--- config.mk ---
export PLATFORM = sky130hd
export DESIGN_NAME = chip_host_driver_flat
export DESIGN_NICKNAME = d
export VERILOG_FILES = /design/src/rtl/chip_host_driver_if.sv /design/src/rtl/chip_host_driver.sv /design/src/flat_wrapper.sv
export SDC_FILE = /design/constraint.sdc
export NUM_CORES = 1
export LEC_CHECK = 0
export CAP_MARGIN = 20
export CORE_UTILIZATION = 44
export DETAILED_ROUTE_END_ITERATION = 7
export PLACE_DENSITY = 0.74
export SYNTH_ARGS = -nofsm -noshare
export SYNTH_HDL_FRONTEND = slang
export SYNTH_SLANG_ARGS = --single-unit
--- constraint.sdc ---
create_clock -name clk -period 3.7 [get_ports clk]
set_clock_uncertainty 0.05 [all_clocks]
set_input_delay 0.74 -clock clk [delete_from_list [all_inputs] [get_ports clk]]
set_output_delay 0.74 -clock clk [all_outputs]
set_load 0.005 [all_outputs]
--- src/rtl/chip_host_driver_if.sv ---
// Host-side push/response handshake bundle for chip_host_driver.
interface chip_host_driver_if;
   logic        in_valid;
   logic        in_ready;
   logic [15:0] in_instr;
   logic        rsp_valid;
   logic        rsp_ready;
   logic [7:0]  rsp_data;
   logic [7:0]  rsp_aux;

   modport master (
      output in_valid, in_instr, rsp_ready,
      input  in_ready, rsp_valid, rsp_data, rsp_aux
   );

   modport slave (
      input  in_valid, in_instr, rsp_ready,
      output in_ready, rsp_valid, rsp_data, rsp_aux
   );
endinterface

--- src/rtl/chip_host_driver.sv ---
// Host driver: FIFO-buffered instructions driven onto chip pins, held, then captured as a response.
// Optional transaction counter enabled by defining HOST_DRV_STATS_EN.
module chip_host_driver #(
   parameter int unsigned FIFO_DEPTH    = 4,
   parameter int unsigned SETTLE_CYCLES = 2
) (
   input  logic                         clk,
   input  logic                         rst_n,
   input  logic                         ena,
   chip_host_driver_if.slave            host,
   output logic                         chip_ena,
   output logic [7:0]                   chip_ui_in,
   output logic [7:0]                   chip_uio_in,
   input  logic [7:0]                   chip_uo_out,
   input  logic [7:0]                   chip_uio_out,
   input  logic [7:0]                   chip_uio_oe,
   output logic                         busy,
   output logic [$clog2(FIFO_DEPTH):0]  fifo_count,
   output logic [15:0]                  issued_count
);

   localparam int unsigned AW = $clog2(FIFO_DEPTH);
   localparam int unsigned CW = AW + 1;
   localparam int unsigned SW = (SETTLE_CYCLES > 1) ? $clog2(SETTLE_CYCLES) : 1;

   typedef enum logic [1:0] {IDLE, SETTLE, RESP} state_t;

   state_t        state;
   logic [15:0]   mem [FIFO_DEPTH];
   logic [AW-1:0] wr_ptr;
   logic [AW-1:0] rd_ptr;
   logic [CW-1:0] count;
   logic [SW-1:0] settle_cnt;
   logic          rsp_valid;
   logic [7:0]    rsp_data;
   logic [7:0]    rsp_aux;
   logic          push_c;
   logic          can_pop_c;
   logic          pop_c;

   // No bypass: a full FIFO refuses pushes even on a popping cycle
   assign push_c    = host.in_valid && (count != CW'(FIFO_DEPTH));
   assign can_pop_c = ena && (count != '0);
   assign pop_c     = can_pop_c && ((state == IDLE) || ((state == RESP) && host.rsp_ready));

   assign host.in_ready  = (count != CW'(FIFO_DEPTH));
   assign host.rsp_valid = rsp_valid;
   assign host.rsp_data  = rsp_data;
   assign host.rsp_aux   = rsp_aux;
   assign chip_ena       = ena;
   assign busy           = (state != IDLE) || (count != '0);
   assign fifo_count     = count;

   // Instruction FIFO storage and pointers
   always_ff @(posedge clk or negedge rst_n) begin
      if (!rst_n) begin
         for (int unsigned i = 0; i < FIFO_DEPTH; i++) mem[i] <= '0;
         wr_ptr <= '0;
         rd_ptr <= '0;
         count  <= '0;
      end else begin
         if (push_c) begin
            mem[wr_ptr] <= host.in_instr;
            wr_ptr      <= wr_ptr + AW'(1);
         end
         if (pop_c) rd_ptr <= rd_ptr + AW'(1);
         if (push_c && !pop_c)      count <= count + CW'(1);
         else if (!push_c && pop_c) count <= count - CW'(1);
      end
   end

   // Issue/settle/capture sequencer; ena low freezes everything except a RESP handshake
   always_ff @(posedge clk or negedge rst_n) begin
      if (!rst_n) begin
         state       <= IDLE;
         settle_cnt  <= '0;
         chip_ui_in  <= '0;
         chip_uio_in <= '0;
         rsp_valid   <= 1'b0;
         rsp_data    <= '0;
         rsp_aux     <= '0;
      end else begin
         case (state)
            IDLE: begin
               if (pop_c) begin
                  {chip_uio_in, chip_ui_in} <= mem[rd_ptr];
                  settle_cnt                <= SW'(SETTLE_CYCLES - 1);
                  state                     <= SETTLE;
               end
            end
            SETTLE: begin
               if (ena) begin
                  if (settle_cnt == '0) begin
                     rsp_data    <= chip_uo_out;
                     rsp_aux     <= chip_uio_out & chip_uio_oe;
                     rsp_valid   <= 1'b1;
                     chip_ui_in  <= '0;
                     chip_uio_in <= '0;
                     state       <= RESP;
                  end else begin
                     settle_cnt <= settle_cnt - SW'(1);
                  end
               end
            end
            RESP: begin
               if (host.rsp_ready) begin
                  rsp_valid <= 1'b0;
                  if (pop_c) begin
                     {chip_uio_in, chip_ui_in} <= mem[rd_ptr];
                     settle_cnt                <= SW'(SETTLE_CYCLES - 1);
                     state                     <= SETTLE;
                  end else begin
                     state <= IDLE;
                  end
               end
            end
            default: state <= IDLE;
         endcase
      end
   end

`ifdef HOST_DRV_STATS_EN
   logic [15:0] issued_cnt;

   // Completed-handshake counter, wraps naturally at 16 bits
   always_ff @(posedge clk or negedge rst_n) begin
      if (!rst_n)                             issued_cnt <= '0;
      else if (rsp_valid && host.rsp_ready)  issued_cnt <= issued_cnt + 16'd1;
   end

   assign issued_count = issued_cnt;
`else
   assign issued_count = 16'h0000;
`endif

endmodule

--- src/flat_wrapper.sv ---
// flat-port wrapper written by rule: the top's interface ports become plain ports
module chip_host_driver_flat 
#(
   parameter int unsigned FIFO_DEPTH    = 4,
   parameter int unsigned SETTLE_CYCLES = 2
)
  (clk, rst_n, ena, chip_ena, chip_ui_in, chip_uio_in, chip_uo_out, chip_uio_out, chip_uio_oe, busy, fifo_count, issued_count, host_in_valid, host_in_instr, host_rsp_ready, host_in_ready, host_rsp_valid, host_rsp_data, host_rsp_aux);
  chip_host_driver_if host_i ();
  input  logic clk;
  input  logic rst_n;
  input  logic ena;
  output logic chip_ena;
  output logic [7:0] chip_ui_in;
  output logic [7:0] chip_uio_in;
  input  logic [7:0] chip_uo_out;
  input  logic [7:0] chip_uio_out;
  input  logic [7:0] chip_uio_oe;
  output logic busy;
  output logic [$clog2(FIFO_DEPTH):0] fifo_count;
  output logic [15:0] issued_count;
  input wire logic [$bits(host_i.in_valid)-1:0] host_in_valid;
  input wire logic [$bits(host_i.in_instr)-1:0] host_in_instr;
  input wire logic [$bits(host_i.rsp_ready)-1:0] host_rsp_ready;
  output wire logic [$bits(host_i.in_ready)-1:0] host_in_ready;
  output wire logic [$bits(host_i.rsp_valid)-1:0] host_rsp_valid;
  output wire logic [$bits(host_i.rsp_data)-1:0] host_rsp_data;
  output wire logic [$bits(host_i.rsp_aux)-1:0] host_rsp_aux;
  assign host_i.in_valid = host_in_valid;
  assign host_i.in_instr = host_in_instr;
  assign host_i.rsp_ready = host_rsp_ready;
  assign host_in_ready = host_i.in_ready;
  assign host_rsp_valid = host_i.rsp_valid;
  assign host_rsp_data = host_i.rsp_data;
  assign host_rsp_aux = host_i.rsp_aux;
  chip_host_driver #(.FIFO_DEPTH(FIFO_DEPTH), .SETTLE_CYCLES(SETTLE_CYCLES)) u_core (.clk(clk), .rst_n(rst_n), .ena(ena), .host(host_i), .chip_ena(chip_ena), .chip_ui_in(chip_ui_in), .chip_uio_in(chip_uio_in), .chip_uo_out(chip_uo_out), .chip_uio_out(chip_uio_out), .chip_uio_oe(chip_uio_oe), .busy(busy), .fifo_count(fifo_count), .issued_count(issued_count));
endmodule
==> impl_metrics.env <==
export IMPL_status="completed"
export IMPL_clk_pin_slew_ns=0.10
export IMPL_grt_usage_pct=17.7
export IMPL_synthCells=367
export IMPL_dieArea_sq_um=11400
export IMPL_viasPerCell=5.16
export IMPL_ir_drop_v=0.000258
export IMPL_fp_dieH_um=107
export IMPL_setup_worst_path_class="flop to primary output"
export IMPL_p_sw_share_pct=30.2
export IMPL_final_net_count=493
export IMPL_setup_ws_ns=0.608
export IMPL_coreArea_sq_um=10500
export IMPL_cts_sinks=107
export IMPL_clock_path_buffers=2
export IMPL_worstMarginPinSlew_ns=0.839
export IMPL_htreeDepth=3
export IMPL_routabilityCongestion=0.743
export IMPL_portBuffers=83
export IMPL_finalSetupTns_ns=0
export IMPL_worst_hold_path_type="input port to async pin"
export IMPL_p_int_mw=3.48
export IMPL_insertion_delay_ns=0.36
export IMPL_hold_viol_final=0
export IMPL_dr_pass1_iters=4
export IMPL_powerDensity_nw_per_um2=836
export IMPL_vias=3007
export IMPL_place_ws_ns=0.860
export IMPL_drv_cap=0
export IMPL_synth_ff_type="dfrtp_1"
export IMPL_async_flop_share_pct=100
export IMPL_p_clk_share_pct=18.1
export IMPL_start_kind="flop"
export IMPL_crit_path_end_kind="primary output"
export IMPL_fmax_mhz=323
export IMPL_r2r_setup_slack_ns=1.09
export IMPL_rows=37
export IMPL_yosysUniqueCellTypes=33
export IMPL_finalSetupViolCount=0
export IMPL_syn_area_per_cell_sq_um=13.2
export IMPL_drtIter0Drc=146
export IMPL_p_leak_nw=2.61
export IMPL_ys_seq_elements=107
export IMPL_synth_top_area_cell="dfrtp_1"
export IMPL_first_global_vias=3010
export IMPL_num_fill_cells=864
export IMPL_rsz0062_at_grt="false"
export IMPL_numCtsBuffers=9
export IMPL_cp_arrival_ns=2.30
export IMPL_hold_slack_ns=0.387
export IMPL_synth_top_area_share_pct=55.4
export IMPL_r2r_end="u_core.fifo_count[2]"
export IMPL_ys_top_cells_by_area="dfrtp_1 55%, mux2_2 13%, mux4_2 7.5%"
export IMPL_antenna_found_initial=0
export IMPL_period_needed_ns=3.09
export IMPL_dp_hpwl_um=6480
export IMPL_required_ns=2.91
export IMPL_drt_wl_total_um=9380
export IMPL_io_pins=100
export IMPL_yosysMostFrequentCell="dfrtp_1"
export IMPL_antenna_left=0
export IMPL_ys_warn_count=0
export IMPL_cts_setup_buffers=0
export IMPL_combPwrFrac_pct=40.0
export IMPL_relSlewSlack_pct=44.1
export IMPL_slew_viol_final=0
export IMPL_period_share_pct=83.6
export IMPL_post_cts_resize_count=0
export IMPL_yosysSeqAreaShare_pct=55.4
export IMPL_grt_overflow=0
export IMPL_worst_r2r_path_depth=9
export IMPL_final_layout_size_suffix_gt1_share_pct=24.6
export IMPL_clockRootBuffer="clkbuf_8"
export IMPL_wl_per_cell_um=16.1
export IMPL_hold_buffers=0
export IMPL_ys_top_cells_by_count="107 x dfrtp_1, 57 x nand2_1, 56 x mux2_2"
export IMPL_initial_utilization_pct=46.0
export IMPL_crit_fanout=19
export IMPL_stdcell_area_sq_um=5970
export IMPL_dpl_cell_area_sq_um=5700
export IMPL_power_share_sequential_pct=41.8
export IMPL_areaGrowthSynthToFinish_pct=23.5
export IMPL_drc=0
export IMPL_fp_dieW_um=107
export IMPL_syn_area_sq_um=4830
export IMPL_grt_pass1_wl_um=15400
export IMPL_r2r_start="u_core.fifo_count[0]"
export IMPL_grt_max_degree=59
export IMPL_power_switching_mw=1.51
export IMPL_synth_edf_count=0
export IMPL_n_antenna_cell=0
export IMPL_cts_tree="done"
-- area by class of cell --
type                    count  area (sq um)  area share [%]
flip-flops and latches    107          2680            44.9
multi-input cells         228          1940            32.5
repair buffers             90           893            15.0
well taps                 136           170            2.85
clock inverters             6           138            2.31
clock buffers              10           128            2.14
inverters                   6          22.5           0.377
-- per-stage QoR --
step | util (%) | instances | power [mW]
after floorplan | - | 382 | 3.39
after global placement | 54.3 | 567 | 4.02
after detailed placement | 54.3 | 567 | 4.13
after CTS | 56.8 | 583 | 5.04
after global routing | 56.8 | 583 | 5.33
final | 56.8 | 583 | 4.99
-- sequential cells by signal (all words and copies together) (netlist names) --
signal / flops
u_core.mem: 64
u_core.chip_ui_in: 8
u_core.chip_uio_in: 8
u_core.host.rsp_aux: 8
u_core.host.rsp_data: 8
u_core.fifo_count: 3
u_core.rd_ptr: 2
u_core.state: 2
u_core.wr_ptr: 2
u_core.host.rsp_valid: 1
u_core.settle_cnt: 1
-- cell families (layout without fill, tap and decap cells) --
group                    after synthesis  after routing  synth area share [%]
adder cells (fa/ha/maj)                6              6                  1.71
other                                  1             16                0.0776
AO/OA/AOI/OAI                         20             20                  2.28
buffers and inverters                 47            112                  5.80
XOR/XNOR                               6              6                  1.09
multiplexers                          82             82                  23.6
flip-flops                           107            107                  55.4
AND/OR/NAND/NOR                       98             98                  10.0
-- critical path, cell delays in order, from the launching register on --
cell and delay (ns):
dfrtp_1 0.46, or3_1 0.63, or3_1 0.40, clkdlybuf4s50_1 0.45
-- worst max path at each step --
stage                               startpoint                    to  slack, ns  cells past startpoint
after floorplan                            ena  u_core.fifo_count[1]       1.04                      9
after global placement                     ena  u_core.fifo_count[1]       0.89                      8
after detailed placement                   ena  u_core.fifo_count[1]       0.86                      8
after CTS                 u_core.fifo_count[0]                  busy       0.58                      3
after global routing      u_core.fifo_count[0]                  busy       0.50                      3
final                     u_core.fifo_count[0]                  busy       0.61                      3
-- layer usage --
metal	global-route usage (%)	vias to the layer above	part of all wire, %
met4	6.75	0	1.4
li1	-	1399	-
met3	2.86	9	4.8
met1	23.9	1508	45
met2	28.8	91	49
met5	0	-	0
-- placed cells by master, fill, tap and decap left out, types with 2 or more instances in the layout --
| master | n |
|---|---|
| xnor2_1 | 3 |
| clkbuf_8 | 9 |
| bufinv_16 | 4 |
| or3_1 | 2 |
| mux4_2 | 16 |
| o21ai_0 | 17 |
| xor2_1 | 3 |
| clkdlybuf4s50_1 | 82 |
| ha_1 | 5 |
| nand2b_1 | 3 |
| mux2_2 | 56 |
| clkinv_4 | 2 |
| nand3_2 | 3 |
| dfrtp_1 | 107 |
| buf_4 | 7 |
| nor2b_1 | 2 |
| nand4_1 | 17 |
| nand3_1 | 8 |
| nand2_1 | 57 |
| conb_1 | 16 |
| mux2_4 | 10 |
| inv_1 | 6 |
-- power groups by stage --
stage	Combinational, mW	Sequential (mW)	Clock [mW]
6_report	2.00	2.09	0.904
3_5_place_dp	2.02	2.11	0
3_3_place_gp	1.95	2.07	0
5_1_grt	2.18	2.16	0.979
2_1_floorplan	1.40	1.99	0
4_1_cts	2.02	2.09	0.933
(Power assumes the default switching activity.)
